===== src/rtl/vga_timing_pkg.sv =====
// Default 640x480@60 Hz VGA timing constants and shared types for the display path.
// The pixel generator reuses the visible-window bounds for screen-relative math.
package vga_timing_pkg;

  localparam int H_SYNC   = 96;
  localparam int H_BP     = 48;
  localparam int H_ACTIVE = 640;
  localparam int H_TOTAL  = 800;

  localparam int V_SYNC   = 2;
  localparam int V_BP     = 33;
  localparam int V_ACTIVE = 480;
  localparam int V_TOTAL  = 525;

  localparam int H_VIS_START = H_SYNC + H_BP;
  localparam int H_VIS_END   = H_VIS_START + H_ACTIVE;
  localparam int V_VIS_START = V_SYNC + V_BP;
  localparam int V_VIS_END   = V_VIS_START + V_ACTIVE;

  localparam int CNT_W = 10;
  localparam int MAX_TOTAL = 1 << CNT_W;

  typedef logic [CNT_W-1:0] cnt_t;

  typedef struct packed {
    cnt_t h;
    cnt_t v;
  } vga_pos_t;

  // Inclusive window test; callers pass the last visible index, not one past it.
  function automatic logic in_window(input cnt_t val, input cnt_t lo, input cnt_t hi);
    return (val >= lo) && (val <= hi);
  endfunction

endpackage


===== src/rtl/clk_enable_div.sv =====
// Clock-enable divider: one registered strobe every DIV clocks, aligned to the
// cycle in which the internal phase counter sits at DIV-1.
module clk_enable_div
  import vga_timing_pkg::*;
#(
  parameter int DIV = 4
) (
  input  logic clk,
  input  logic rst_n,
  output logic en
);

  localparam int W = (DIV > 1) ? $clog2(DIV) : 1;
  localparam logic [W-1:0] LAST = W'(DIV - 1);

  logic [W-1:0] div_cnt;
  logic [W-1:0] div_cnt_nxt;

  generate
    if (DIV < 1) begin : g_bad_div
      $error("clk_enable_div: DIV must be at least 1");
    end
  endgenerate

  always_comb begin
    div_cnt_nxt = (div_cnt == LAST) ? '0 : div_cnt + W'(1);
  end

  // The strobe is registered from the next phase so it lines up with div_cnt == DIV-1.
  always_ff @(posedge clk or negedge rst_n) begin
    if (!rst_n) begin
      div_cnt <= '0;
      en      <= 1'b0;
    end else begin
      div_cnt <= div_cnt_nxt;
      en      <= (div_cnt_nxt == LAST);
    end
  end

endmodule


===== src/rtl/vga_timing_gen.sv =====
// VGA raster timing: pixel/line counters, zero-latency sync and blanking decode,
// and per-frame / per-N-frame strobes for the game-state logic.
module vga_timing_gen
  import vga_timing_pkg::*;
#(
  parameter int CLK_DIV         = 4,
  parameter int H_SYNC          = vga_timing_pkg::H_SYNC,
  parameter int H_BP            = vga_timing_pkg::H_BP,
  parameter int H_ACTIVE        = vga_timing_pkg::H_ACTIVE,
  parameter int H_TOTAL         = vga_timing_pkg::H_TOTAL,
  parameter int V_SYNC          = vga_timing_pkg::V_SYNC,
  parameter int V_BP            = vga_timing_pkg::V_BP,
  parameter int V_ACTIVE        = vga_timing_pkg::V_ACTIVE,
  parameter int V_TOTAL         = vga_timing_pkg::V_TOTAL,
  parameter int FRAMES_PER_TICK = 1
) (
  input  logic       clk,
  input  logic       rst_n,
  output logic [9:0] hCount,
  output logic [9:0] vCount,
  output logic       hSync,
  output logic       vSync,
  output logic       bright,
  output logic       pix_en,
  output logic       frame_tick,
  output logic       game_tick
);

  localparam cnt_t H_SYNC_C  = cnt_t'(H_SYNC);
  localparam cnt_t H_VIS_LO  = cnt_t'(H_SYNC + H_BP);
  localparam cnt_t H_VIS_HI  = cnt_t'(H_SYNC + H_BP + H_ACTIVE - 1);
  localparam cnt_t H_LAST    = cnt_t'(H_TOTAL - 1);
  localparam cnt_t V_SYNC_C  = cnt_t'(V_SYNC);
  localparam cnt_t V_VIS_LO  = cnt_t'(V_SYNC + V_BP);
  localparam cnt_t V_VIS_HI  = cnt_t'(V_SYNC + V_BP + V_ACTIVE - 1);
  localparam cnt_t V_LAST    = cnt_t'(V_TOTAL - 1);
  localparam logic [7:0] FPT_LAST = 8'(FRAMES_PER_TICK - 1);

  generate
    if (H_TOTAL > MAX_TOTAL || V_TOTAL > MAX_TOTAL) begin : g_bad_total
      $error("vga_timing_gen: H_TOTAL and V_TOTAL must fit the 10-bit counters");
    end
    if (H_SYNC + H_BP + H_ACTIVE > H_TOTAL) begin : g_bad_h
      $error("vga_timing_gen: horizontal sync+porch+active exceeds H_TOTAL");
    end
    if (V_SYNC + V_BP + V_ACTIVE > V_TOTAL) begin : g_bad_v
      $error("vga_timing_gen: vertical sync+porch+active exceeds V_TOTAL");
    end
    if (H_ACTIVE < 1 || V_ACTIVE < 1) begin : g_bad_active
      $error("vga_timing_gen: active area must be non-empty");
    end
    if (FRAMES_PER_TICK < 1 || FRAMES_PER_TICK > 255) begin : g_bad_fpt
      $error("vga_timing_gen: FRAMES_PER_TICK must be within 1..255");
    end
  endgenerate

  logic       pix_en_q;
  vga_pos_t   pos;
  logic       h_wrap;
  logic       v_wrap;
  logic       frame_wrap;
  logic [7:0] frame_cnt;
  logic       frame_tick_q;
  logic       game_tick_q;

  clk_enable_div #(
    .DIV (CLK_DIV)
  ) u_pix_div (
    .clk   (clk),
    .rst_n (rst_n),
    .en    (pix_en_q)
  );

  assign h_wrap     = (pos.h == H_LAST);
  assign v_wrap     = (pos.v == V_LAST);
  assign frame_wrap = pix_en_q && h_wrap && v_wrap;

  always_ff @(posedge clk or negedge rst_n) begin
    if (!rst_n) begin
      pos <= '0;
    end else if (pix_en_q) begin
      if (h_wrap) begin
        pos.h <= '0;
        pos.v <= v_wrap ? '0 : pos.v + cnt_t'(1);
      end else begin
        pos.h <= pos.h + cnt_t'(1);
      end
    end
  end

  // Both strobes are registered off the wrap edge so they appear in the same cycle.
  always_ff @(posedge clk or negedge rst_n) begin
    if (!rst_n) begin
      frame_cnt    <= '0;
      frame_tick_q <= 1'b0;
      game_tick_q  <= 1'b0;
    end else begin
      frame_tick_q <= frame_wrap;
      game_tick_q  <= frame_wrap && (frame_cnt == FPT_LAST);
      if (frame_wrap) begin
        frame_cnt <= (frame_cnt == FPT_LAST) ? '0 : frame_cnt + 8'd1;
      end
    end
  end

  assign hCount     = pos.h;
  assign vCount     = pos.v;
  assign hSync      = (pos.h >= H_SYNC_C);
  assign vSync      = (pos.v >= V_SYNC_C);
  assign bright     = in_window(pos.h, H_VIS_LO, H_VIS_HI) && in_window(pos.v, V_VIS_LO, V_VIS_HI);
  assign pix_en     = pix_en_q;
  assign frame_tick = frame_tick_q;
  assign game_tick  = game_tick_q;

endmodule


===== config.mk =====
export PLATFORM = sky130hd
export DESIGN_NAME = vga_timing_gen
export DESIGN_NICKNAME = d
export VERILOG_FILES = /design/src/rtl/vga_timing_pkg.sv /design/src/rtl/clk_enable_div.sv /design/src/rtl/vga_timing_gen.sv
export SDC_FILE = /design/constraint.sdc
export NUM_CORES = 1
export LEC_CHECK = 0
export ABC_AREA = 1
export CORE_AREA = 2 2 54 76
export DETAILED_ROUTE_END_ITERATION = 8
export DIE_AREA = 0 0 56 78
export DONT_BUFFER_PORTS = 1
export PLACE_DENSITY = 0.72
export SYNTH_ARGS = -nofsm -noshare
export SYNTH_HDL_FRONTEND = slang
export SYNTH_SLANG_ARGS = --single-unit

===== constraint.sdc =====
create_clock -name clk -period 1.6 [get_ports clk]
set_input_delay 0.08 -clock clk [delete_from_list [all_inputs] [get_ports clk]]
set_output_delay 0.08 -clock clk [all_outputs]
set_load 0.01 [all_outputs]

Word level (Yosys, flattened, before mapping) --
Cells that the tools add are included. W data, S select, Z words.
Word-level totals: register bits after elaboration 33, bits of input ports 2, bits in latches 0, memories 0, output and inout port bits 26, memory bits (writable) 0, word-level logic and storage cells 33, bits in read-only memories 0
Operators by class: equal/unequal tests 4, bitwise operators 0, reductions and logical operators 8, order comparisons 6, $add $sub $neg 4, multiply operators 0, shift operators 0, div/mod/pow operators 0, muxes and demuxes 4
Operator list (count):
- $add A10 B1 Y10 const B | 2
- $eq A10 B10 Y1 const B | 2
- $le A10 B10 Y1 const B | 2
- $mux W10 | 2
- $ge A10 B2 Y1 const B | 1
- $ge A10 B6 Y1 const B | 1
- $ge A10 B7 Y1 const B | 1
- $ge A10 B8 Y1 const B | 1
- $add A8 B1 Y8 const B | 1
- $logic_not A8 Y1 | 1
- $mux W8 | 1
- $logic_and A1 B1 Y1 | 6
- $eq A2 B2 Y1 const B | 2
- $add A2 B1 Y2 const B | 1
- $mux W2 | 1
- $reduce_and A2 Y1 | 1

Depth between registers and ports, before layout --
word-level depth 4, depth in mapped cells 9, gate-level depth less buffers 9

Hierarchy --
Synthesis repeated with hierarchy kept, for this count alone.
Second synthesis, totals: cells, all modules 260, area total of the unflattened synthesis 2011.9 um^2
Modules (own cells, without submodules):
- vga_timing_gen | sequential area each 750.7 um^2, area each 1900.6 um^2, times used 1, cells an instance 252
- clk_enable_div | sequential area each 75.1 um^2, area each 111.4 um^2, times used 1, cells an instance 8

Least setup slack after synthesis --
Ideal clock, no wire load.
path kind flip-flop to flip-flop, start point reg pos, in the netlist vCount[0], end point reg frame_cnt[2], slack 0.160 ns, required time 1.474 ns, path buffers 1, library setup time 0.126 ns, data arrival time 1.314 ns, period minus slack after synthesis 1.440 ns, stages on the path, launching flop included 9, cells stage by stage dfrtp_1 -> inv_1 -> ha_1 -> nand2_2 -> nor2_4 -> nand2_4 -> nor2_4 -> buf_6 -> o21ai_0
On the way: longest elaborated chain between the ends 2
Ends and longest elaborated chain:
- start, declared | line vga_timing_gen.sv:58 | vga_pos_t pos;
- $eq A10 B10 Y1 | line vga_timing_gen.sv:75 | assign v_wrap = (pos.v == V_LAST);
- $logic_and A1 B1 Y1 | line vga_timing_gen.sv:76 | assign frame_wrap = pix_en_q && h_wrap && v_wrap;
- end signal, assigned | line vga_timing_gen.sv:101 | frame_cnt <= (frame_cnt == FPT_LAST) ? '0 : frame_cnt + 8'd1;
- end, declared | line vga_timing_gen.sv:62 | logic [7:0] frame_cnt;
Every way passes these cells. A chain may end at the register's enable or synchronous reset.

Worst setup path after layout --
start point reg pos, in the netlist vCount[0], end point out vSync
On the way: longest elaborated chain between the ends 1
Ends and longest elaborated chain:
- $ge A10 B2 Y1 | line vga_timing_gen.sv:109 | assign vSync = (pos.v >= V_SYNC_C);
- end, declared | line vga_timing_gen.sv:22 | output logic vSync,
Every way passes these cells.

==> flow_metrics.py <==
metrics = {
    "status": {
        "run_status": "completed",
    },
    "synth": {
        "yosys.cell_types.count": 26,
        "syn-cell-area_um2": 1970,
        "post_synth_fa_ha_maj_area_fraction": 0.0572,
        "seq_area_frac_synth": 0.420,
        "yosys-mux-area-fraction": 0,
        "post_synth_xor_area_fraction": 0.0534,
        "synthesis.area_per_instance_um2": 7.78,
        "synth_compound_gate_area_share": 0.0636,
        "yosys_warnings": 0,
        "mappedNetlistNets": 264,
        "synth_top_family_by_area": "simple AND/OR/NAND/NOR gates",
        "synthSimpleGateAreaFrac": 0.317,
        "post_synthesis_register_bit_count": 33,
        "postSynthCellCount": 253,
    },
    "cells_and_area": {
        "nets": 294,
        "antennaDiodeCount": 0,
        "layout.core_utilization": 0.636,
        "num-fill-cells": 311,
        "areaGrowthSynthToFinish_pct": 17.7,
        "mostFrequentLayoutCell": "nand2_1",
        "final_cell_mix": "nand2_1, inv_1, dfrtp_1",
        "instances_no_fill": 326,
        "drive_gt1_frac": 0.183,
    },
    "sta": {
        "finalMaxSlewViolations": 0,
        "hold_viol": 0,
        "grt_setup_unrepaired": "yes",
        "post-route-worst-setup-slack_ps": 74.2,
        "period_minus_slack_ps": 1530,
        "achievable-frequency_ghz": 0.655,
        "final-setup-viol-count": 0,
        "timing.max_slew.rel_slack": 0.759,
        "timing.final.crit_share": 0.954,
        "fin_tns_setup_ps": 0,
        "actual_transition_at_the_worst_max_transition_pin_ps": 361,
        "skew_ps": 6.48,
    },
    "global_route": {
        "first_global_vias": 1645,
        "grt_usage": 0.200,
        "grt_max_degree": 34,
        "grt_antenna_before_repair": 0,
        "grt_overflow_total": 0,
        "first_pass_grt_wire_length_um": 7020,
    },
    "placement": {
        "pre_cts_ws_ps": 102,
        "placed_cells_incl_taps": 313,
        "port-buffer-count": 0,
        "finalWeightedCongestion": 0.855,
        "dp_hpwl_um": 2870,
    },
    "worst_setup_path": {
        "critPathRequiredTime_ps": 1520,
        "regToRegSetupSlack_ps": 140,
        "worst_path_cell_with_the_longest_stage_delay": "dfrtp_1",
        "peak_per_stage_delay_on_the_critical_path_ps": 410,
        "crit_type": "reg -> out",
        "path_max_fanout": 4,
        "critical_path.top_delay_family": "flip-flops",
        "worstPathArrival_ps": 1450,
        "crit_path_end_kind": "output port",
        "worst_setup_path_start_kind": "flop",
        "cp.buffers_inverters": 2,
        "critical_path.cell_chain": "inv_1, buf_4, ha_1, nand2_1, o2111ai_1",
    },
    "floorplanning": {
        "die-area_um2": 4370,
        "fp-row-count": 26,
        "fp.dieW_um": 56,
        "i_o_pins": 28,
        "fp.coreArea_um2": 3640,
        "starting_density_of_the_core": 0.540,
        "fp.dieH_um": 78,
    },
    "route": {
        "wl_met1_um": 1680,
        "detailroute.wirelength.met3_um": 256,
        "dr_total_vias": 1700,
        "initialDrtViolationCount": 78,
        "finalWirelength_um": 3980,
        "met2_wirelength_um": 1970,
        "antenna_violating_nets_post_route": 0,
        "top_layer_used": "met4",
        "routed_via_density": 5.21,
        "wl_per_cell_um": 12.2,
        "drc_errors": 0,
        "drt-pass1-iter-count": 4,
    },
    "clocking": {
        "cts_sinks": 33,
        "cts.clk_slew.worst_paths_ps": 70,
        "clock_tree.htree_level_count": 2,
        "clk_path_buf_depth": 2,
        "numCtsBuffers": 5,
        "cts-root-buf": "clkbuf_8",
        "insertion_delay_to_the_later_sink_of_the_worst_skew_pair_ps": 290,
        "clock_tree_from_tritoncts": "yes",
    },
    "job": {
        "cap_viol_max_count": 0,
    },
    "power": {
        "power_density_nw_per_um2": 632,
        "irDropWorstVdd_mv": 0.609,
        "finalPower_mw": 1.46,
        "cellLeakagePower_nw": 1.24,
    },
    "min_path": {
        "worst_min_delay_path_class": "in -> async",
    },
}
==> per-layer routing <==
metal  GRT usage  vias to the layer above
met4      0.0786                        0
met2       0.344                       53
li1            -                      860
met3      0.0700                       10
met1       0.224                      777
met5           0                        -
==> worst register-to-register path, cell delays in order (launching register included) <==
cell,delay (ps)
dfrtp_1,370
ha_2,200
nand2_1,90
nor2_4,130
nand4_4,140
nor2_4,180
buf_4,160
nand3b_1,80
nand2_1,60
==> where the power goes <==
part | switching (mW) | internal (mW) | leakage (nW)
clock | 0.308 | 0.300 | 0.0439
combinational | 0.0165 | 0.00666 | 0.746
sequential | 0 | 0.834 | 0.445
==> cells in the mapped netlist, drive strengths merged <==
cell type	n	area [um^2]
o21ai	16	80.1
nand3	27	135
nor2	30	143
xor2	9	78.8
nand3b	2	15.0
nand2	65	256
buf	5	40.0
inv	35	131
clkinv	1	3.75
nor3	2	10.0
dfrtp	33	826
ha	9	113
a21oi	6	30.0
xnor2	3	26.3
nand4	8	65.1
a31oi	1	6.26
o2111ai	1	8.76
==> flip-flops by register name (all words and copies together), names as in the netlist <==
register	cells
frame_cnt	8
game_tick	1
frame_tick	1
u_pix_div.div_cnt	2
vCount	10
u_pix_div.en	1
hCount	10
==> repair_timing <==
action / in CTS / in global routing
setup buffers: 0 / 3
resized for setup: 3 / 5
pin swaps: 0 / 2
endpoints found under the setup margin: 1 / 7
hold endpoints to repair: 33 / 0
hold buffers: 2 / 0
==> area by class of cell <==
cell class | instances | area, um^2 | area share
inverters | 36 | 135 | 0.0583
well taps | 42 | 52.6 | 0.0227
flip-flops and latches | 33 | 827 | 0.357
multi-input cells | 179 | 991 | 0.428
clock inverters | 3 | 17.5 | 0.00756
clock buffers | 5 | 68.8 | 0.0297
repair buffers | 28 | 225 | 0.0972
==> path summary, 6_finish.rpt <==
| kind | to | start | cells past startpoint |
|---|---|---|---|
| worst max register to register | frame_cnt[7]$_DFFE_PN0P_ | hCount[1]$_DFFE_PN0P_ | 8 |
| min in group clk | u_pix_div.div_cnt[0]$_DFF_PN0_ | u_pix_div.div_cnt[0]$_DFF_PN0_ | 1 |
| worst min-delay path | u_pix_div.div_cnt[0]$_DFF_PN0_ | rst_n | 2 |
| worst max-delay path | vSync | vCount[0]$_DFFE_PN0P_ | 5 |
| worst min register to register | u_pix_div.div_cnt[0]$_DFF_PN0_ | u_pix_div.div_cnt[0]$_DFF_PN0_ | 1 |
| max in group asynchronous | vCount[1]$_DFFE_PN0P_ | rst_n | 2 |
==> kinds of logic after synthesis <==
logic type	after synthesis
XOR/XNOR	12
flip-flops	33
AO/OA/AOI/OAI	24
adder cells (fa/ha/maj)	9
AND/OR/NAND/NOR	134
buffers and inverters	41
==> metrics by stage <==
| stage | hold WS (ps) | instance area [um^2] |
|---|---|---|
| 2_1_floorplan | -216 | 1970 |
| 3_3_place_gp | -215 | 2150 |
| 3_5_place_dp | -215 | 2150 |
| 4_1_cts | 226 | 2280 |
| 5_1_grt | 248 | 2320 |
| 6_report | 236 | 2320 |
Power figures use the tool's default switching activity.
